### src/rtl/led_pattern_scheduler.sv
// LED bank sequencer cycling FILL, CHASE, BOUNCE and BLINK patterns with boundary-only mode changes.
// Optional build macro LED_ACTIVE_LOW_EN inverts the LED drive for active-low boards.
module led_pattern_scheduler #(
    parameter int WIDTH  = 8,
    parameter int DIV    = 4,
    parameter int REPEAT = 2
) (
    input  logic             clk,
    input  logic             reset,
    input  logic             en,
    input  logic             auto,
    input  logic [1:0]       mode_sel,
    output logic [WIDTH-1:0] out,
    output logic [1:0]       mode,
    output logic             step_tick,
    output logic             cycle_done
);

    typedef enum logic [1:0] {
        FILL   = 2'd0,
        CHASE  = 2'd1,
        BOUNCE = 2'd2,
        BLINK  = 2'd3
    } mode_t;

    localparam int CW = (DIV > 1) ? $clog2(DIV) : 1;
    localparam int RW = (REPEAT > 1) ? $clog2(REPEAT + 1) : 1;
    localparam logic [CW-1:0]    DIV_LAST = CW'(DIV - 1);
    localparam logic [RW-1:0]    REP_LAST = RW'(REPEAT - 1);
    localparam logic [WIDTH-1:0] ONES     = {WIDTH{1'b1}};
    localparam logic [WIDTH-1:0] ONE      = {{(WIDTH-1){1'b0}}, 1'b1};

    // Each pattern's start value doubles as its completion value.
    function automatic logic [WIDTH-1:0] startValue(input mode_t m);
        logic [WIDTH-1:0] v;
        v = '0;
        if (m == CHASE || m == BOUNCE) begin
            v = ONE;
        end
        return v;
    endfunction

    logic [CW-1:0]    prescale, prescaleD;
    logic [WIDTH-1:0] pat, patD, shiftPat;
    logic             dir, dirD, shiftDir;
    mode_t            curMode, modeD, nextMode;
    logic [RW-1:0]    rptCnt, rptD, nextRpt;
    logic             tickD, doneD;
    logic             stepNow, wrapNow;

    always_ff @(posedge clk) begin
        if (reset) begin
            prescale   <= '0;
            pat        <= '0;
            dir        <= 1'b0;
            curMode    <= FILL;
            rptCnt     <= '0;
            step_tick  <= 1'b0;
            cycle_done <= 1'b0;
        end else begin
            prescale   <= prescaleD;
            pat        <= patD;
            dir        <= dirD;
            curMode    <= modeD;
            rptCnt     <= rptD;
            step_tick  <= tickD;
            cycle_done <= doneD;
        end
    end

    // Pattern advance for the current mode; dir marks the drain (FILL) or downward (BOUNCE) half.
    always_comb begin
        shiftPat = pat;
        shiftDir = dir;
        case (curMode)
            FILL: begin
                if (!dir && pat == ONES) begin
                    shiftPat = {pat[WIDTH-2:0], 1'b0};
                    shiftDir = 1'b1;
                end else if (dir) begin
                    shiftPat = {pat[WIDTH-2:0], 1'b0};
                end else begin
                    shiftPat = {pat[WIDTH-2:0], 1'b1};
                end
            end
            CHASE: begin
                shiftPat = {pat[WIDTH-2:0], pat[WIDTH-1]};
            end
            BOUNCE: begin
                if (!dir && pat[WIDTH-1]) begin
                    shiftPat = pat >> 1;
                    shiftDir = 1'b1;
                end else if (dir) begin
                    shiftPat = pat >> 1;
                end else begin
                    shiftPat = pat << 1;
                end
            end
            default: begin
                shiftPat = (pat == '0) ? ONES : '0;
            end
        endcase
    end

    // Boundary decision: manual select, or auto-rotation after REPEAT completed cycles.
    always_comb begin
        stepNow  = en && (prescale == DIV_LAST);
        wrapNow  = (shiftPat == startValue(curMode));
        nextMode = curMode;
        nextRpt  = rptCnt;
        if (!auto) begin
            nextMode = mode_t'(mode_sel);
            nextRpt  = '0;
        end else if (rptCnt == REP_LAST) begin
            nextMode = mode_t'(2'(curMode + 2'd1));
            nextRpt  = '0;
        end else begin
            nextRpt = rptCnt + RW'(1);
        end
    end

    always_comb begin
        prescaleD = prescale;
        patD      = pat;
        dirD      = dir;
        modeD     = curMode;
        rptD      = rptCnt;
        tickD     = 1'b0;
        doneD     = 1'b0;
        if (en) begin
            prescaleD = (prescale == DIV_LAST) ? '0 : prescale + CW'(1);
            if (stepNow) begin
                tickD = 1'b1;
                if (wrapNow) begin
                    modeD = nextMode;
                    rptD  = nextRpt;
                    patD  = startValue(nextMode);
                    dirD  = 1'b0;
                    doneD = 1'b1;
                end else begin
                    patD = shiftPat;
                    dirD = shiftDir;
                end
            end
        end
    end

`ifdef LED_ACTIVE_LOW_EN
    assign out = ~pat;
`else
    assign out = pat;
`endif
    assign mode = curMode;

endmodule

### config.mk
export PLATFORM = sky130hd
export DESIGN_NAME = led_pattern_scheduler
export DESIGN_NICKNAME = d
export VERILOG_FILES = /design/src/rtl/led_pattern_scheduler.sv
export SDC_FILE = /design/constraint.sdc
export NUM_CORES = 1
export LEC_CHECK = 0
export CAP_MARGIN = 20
export CORE_MARGIN = 5
export CORE_UTILIZATION = 51
export CTS_CLUSTER_SIZE = 10
export DETAILED_ROUTE_END_ITERATION = 16
export GPL_ROUTABILITY_DRIVEN = 0
export PLACE_DENSITY = 0.77
export SYNTH_ARGS = -nofsm -noshare
export SYNTH_HDL_FRONTEND = slang
export SYNTH_SLANG_ARGS = --single-unit
export TNS_END_PERCENT = 20
### constraint.sdc
create_clock -name clk -period 3 [get_ports clk]
set_clock_uncertainty 0.2 [all_clocks]
set_input_delay 0.6 -clock clk [delete_from_list [all_inputs] [get_ports clk]]
set_output_delay 0.6 -clock clk [all_outputs]
set_load 0.02 [all_outputs]
-- Word-level counts from Yosys, hierarchy flattened
Index checks and enable logic that the tools add are counted.
- register bits: 17
- input bits: 6
- output and inout port bits: 12
- logic and storage cells: 56
- add/subtract/negate cells: 3
- eq/ne operators: 10
- multiplexer cells: 20
- bitwise gates (word level): 2
- reductions and logical operators: 14
- operators with widths (operator ; count):
    $mux 8 ; 4
    $pmux 8 s3 ; 1
    $mux 2 ; 5
    $mux 1 ; 9
    $eq 8x8->1 ; 1
    $eq 8x8->1 const B ; 1
    $logic_not 8->1 ; 1
    $add 2x1->2 const B ; 3
    $eq 2x1->1 const B ; 3
    $eq 2x2->1 const B ; 3
    $ne 3x3->1 const B ; 2
    $reduce_and 5->1 ; 1
    $logic_and 1x1->1 ; 3
    $reduce_and 3->1 ; 1
    $reduce_bool 3->1 ; 1
    $reduce_or 3->1 ; 1
    $logic_not 2->1 ; 1
    $logic_or 1x1->1 ; 2
    $not 1->1 ; 2
    $pmux 1 s2 ; 1
    $reduce_and 2->1 ; 1
    $reduce_or 2->1 ; 1
    $logic_not 1->1 ; 1

-- Longest topological paths before layout
- depth after elaboration: 7
- gate-level depth with buffers: 9
- mapped depth without buffers: 8

-- Worst setup path after synthesis
Ideal clock, no wire load.
- kind: reg-to-reg
- from: reg curMode[0], in the netlist mode[0]
- to: reg curMode[0], in the netlist mode[0]
- library setup time: 0.117 ns
- data arrival time: 2.525 ns
- data required time: 2.683 ns
- path slack: 0.158 ns
- cell stages (with the launch flop): 9
- path buffers: 1
- period minus slack after synthesis: 2.842 ns
- cell sequence: dfxtp_1 -> ha_1 -> clkbuf_1 -> nor2_1 -> o211a_1 -> or4_1 -> a2111o_1 -> o21bai_1 -> a32o_1
- cells in the longest elaborated chain, start to end: 5
- elaborated cells on any way between the ends: 11
- those cells by class: 1 x add/sub; 3 x eq/ne; 4 x mux; 3 x reduce/logical
- RTL lines (element ; RTL line ; RTL):
    start, declared ; 46 ; mode_t curMode, modeD, nextMode;
    start signal, assigned ; 64 ; curMode <= modeD;
    $eq 2x1->1 or $eq 2x2->1 (tied branches) ; 37, 75 ;
    $logic_or 1x1->1 ; 37 ; if (m == CHASE || m == BOUNCE) begin
    $mux 1 ; 37 ;
    $eq 8x8->1 ; 108 ; wrapNow = (shiftPat == startValue(curMode));
    $reduce_and 3->1 (no line) ; -- ;
Several ways; a longest one is shown, not always the timed one.
A chain may end at the register's enable or synchronous reset.

-- Worst setup path in the final report
- from: in auto
- to: reg pat[0], in the netlist out[0]
- cells in the longest elaborated chain, start to end: 5
- elaborated cells on any way between the ends: 6
- those cells by class: 2 x eq/ne; 3 x mux; 1 x reduce/logical
- RTL lines (element ; RTL line ; RTL):
    start, declared ; 11 ; input logic auto,
    $mux 2 (*) ; 111 ; if (!auto) begin
    $eq 2x1->1 or $eq 2x2->1 (tied branches) ; 37 ;
    $logic_or 1x1->1 (*) ; 37 ;
    $mux 1 (*) ; 37 ;
    $mux 8 (*) ; 134 ; if (wrapNow) begin
    end signal, assigned ; 62 ; pat <= patD;
    end, declared ; 44 ; logic [WIDTH-1:0] pat, patD, shiftPat;
Mark *: on every way between the ends. The rest lies on a longest branch, timed or not.

==> impl_results.md <==
- Die height: 55.5 µm
- Worst setup path start: auto
- Cell taking the most area after synthesis: dfxtp_1
- Wire length of the first global-routing pass: 4.49 mm
- Num rows: 16
- Setup violators final: 0
- M3 GR Usage: 0.0396
- Die X: 55.5 µm
- Flops & latches, synth: 17
- Sink Count: 17
- Worst-path fanout max: 4
- Initial antenna violation count: 0
- Worst-path clk slew: 0.11 ns
- GR Overflow Total: 0
- Cell leakage power: 0.000512 µW
- Worst setup margin: 0.200 ns
- Overall routing resource usage: 0.175
- Die area: 3080 µm²
- Slew HR: 0.574
- Crit path launch type: input port
- Area delta synth->final: 23.3%
- I/O pin total: 18
- Ant diodes: 0
- PortBufs: 17
- Post-Syn Instances: 133
- Post-CTS Setup Bufs: 0
- Met1 Use GR: 0.189
- Critical path class: in -> reg
- Post-synth top area share: 0.322
- Met2 usage: 0.319
- Drt pass-1 iters: 4
- Post-Syn Nets: 144
- Sequential fraction of the synthesis area: 0.322
- Arrival time at the worst endpoint: 2.77 ns
- Final ANT Viol Nets: 0
- Slew Viols, Final: 0
- Deepest clock path buffer count: 2
- PwrDens: 315 nW/µm²
- Post-synth EDFFs: 0
- Largest net degree at the start of global routing: 18
- Synth cell types: 40
- Fraction of layout cells with a size suffix above 1: 0.0915
- Required @ worst endpoint: 2.97 ns
- Dpl ws: -0.0848 ns
- Vias in the first global route: 1060
- Maxcap violations: 0
- # DRC: 0
- Worst Hold Class: reg -> reg
- Max incr delay on CP: 0.61 ns
- Fraction of registers with async set/reset: 0
- 1st-iter DRT viols: 9
- CP Cell Sequence: clkdlybuf4s50_1 -> or4bb_1 -> o211ai_1 -> xor2_1 -> or4b_2 -> o311ai_0 -> a31oi_1
- Mean Syn Cell Area: 7.95 µm²
- Max VDD drop: 227 µV
- Final worst-path cycle share: 0.933
- Outcome: finished, final reports clean
- DR vias: 1061
- Htree depth: 1
- TritonCTS buffer count: 3
- Main synth FF type: dfxtp_1
- WL/cell: 13.8 µm
- Post-Syn Area: 1060 µm²
- Area of the core: 1960 µm²
- Top cells by area, synth: dfxtp_1 32%, nor2_1 6.7%, nor3_1 6.2%
- Layout Nets: 165
- Fmax: 357 MHz
- Vias per inst: 5.89
- Root buffer cell: clkbuf_4
- Starting density of the core: 0.539
- Worst-margin pin slew: 0.636 ns
- RSZ-0062 raised after global routing: no
- WL final: 2.48 mm
- Worst skew pair latency: 0.30 ns
- Min Tclk post-route: 2.80 ns
- Final hold vios: 0
- Setup crit end kind: register
- CTS tree: done
- YS warnings: 0
- Tot Pwr: 411 µW
- Gr busiest metal: met2
- Dpl hpwl: 1.88 mm
- Reg2reg start: mode[1]
- Crit-path slowest cell: or4b_2
- HP Start: rptCnt[1]
[routing by layer]
metal  up-vias  routed length, µm  share of wire
met4         0                 42          0.017
met5         -                  0              0
met2        25               1230           0.50
met3         6                117          0.047
li1        533                  -              -
met1       497               1090           0.44
[layout make-up]
type	instances	area [µm²]
multi-input cells	103	667
clock inverters	1	5.00
fillers	204	658
repair buffers	22	208
well taps	27	33.8
flip-flops and latches	17	342
clock buffers	3	22.5
inverters	7	26.3
[worst max-delay path, delay by kind of cell]
kind	cells	cell delay [ns]
AND/OR/NAND/NOR	2	1.13
buffers and inverters	1	0.52
AO/OA/AOI/OAI	3	0.41
XOR/XNOR	1	0.12
[path summary, 6_finish.rpt]
path / endpoint / slack (ns) / cells past startpoint
max: out[0] / 0.20 / 7
min: rptCnt[1] / 0.30 / 1
max reg2reg: out[0] / 0.23 / 8
min reg2reg: rptCnt[1] / 0.30 / 1
[cell usage after synthesis (2+ instances only)]
cell type  instances
a21oi_1            7
inv_1              7
a211oi_1           2
clkbuf_1           5
mux2i_1            4
nor3_1            13
o22a_1             2
a31oi_1            3
o311ai_0           2
nand2b_1           2
ha_1               5
nand2_1            9
o211a_1            2
dfxtp_1           17
nor2b_1            2
nor2_1            19
o21ai_0            8
nand4_1            2
[state kept, by name (all words and copies together), names as in the netlist]
name / cells
out: 8
mode: 2
prescale: 2
rptCnt: 2
cycle_done: 1
dir: 1
step_tick: 1
[cell families after synthesis]
family | after synthesis | synth area share
DFF | 17 | 0.322
and+or+nand+nor | 58 | 0.297
buffers and inverters | 13 | 0.0473
muxes | 4 | 0.0379
adders and majority gates | 5 | 0.0592
AOI/OAI and AO/OA | 35 | 0.228
xor gates and xnor gates | 1 | 0.00829
[what timing repair did]
| item | in CTS | in global routing |
|---|---|---|
| endpoints found under the setup margin | 0 | 1 |
| gates resized for setup | 0 | 2 |
| hold buffers | 0 | 0 |
[report_power, final]
group	total [µW]	internal (µW)	switching [µW]
Clock	130	49.7	80.7
Combinational	44.5	22.8	21.8
Sequential	236	230	5.35
Total	411	303	108
[metrics by stage]
step	TNS [ns]	cell area (µm²)	hold WS (ns)	instances	util
after floorplan	0	1060	0.262	133	-
after global placement	-0.0105	1270	0.277	176	0.650
after detailed placement	-0.0848	1270	0.283	176	0.650
after CTS	0	1300	0.299	180	0.664
after global routing	0	1300	0.337	180	0.665
final	0	1300	0.304	180	0.665
[cell usage in the layout, fill, tap and decap left out, types with 2 or more instances in the layout]
cell type and n:
a211oi_1 2, a21oi_1 7, a31oi_1 3, buf_4 5, clkbuf_4 3, clkdlybuf4s50_1 17
dfxtp_1 16, ha_1 5, inv_1 7, mux2i_1 4, nand2_1 9, nand2b_1 2
nand4_1 2, nor2_1 19, nor2b_1 2, nor3_1 13, o211a_1 2, o21ai_0 7
o22a_1 2, o311ai_0 2
(Power assumes the default switching activity.)
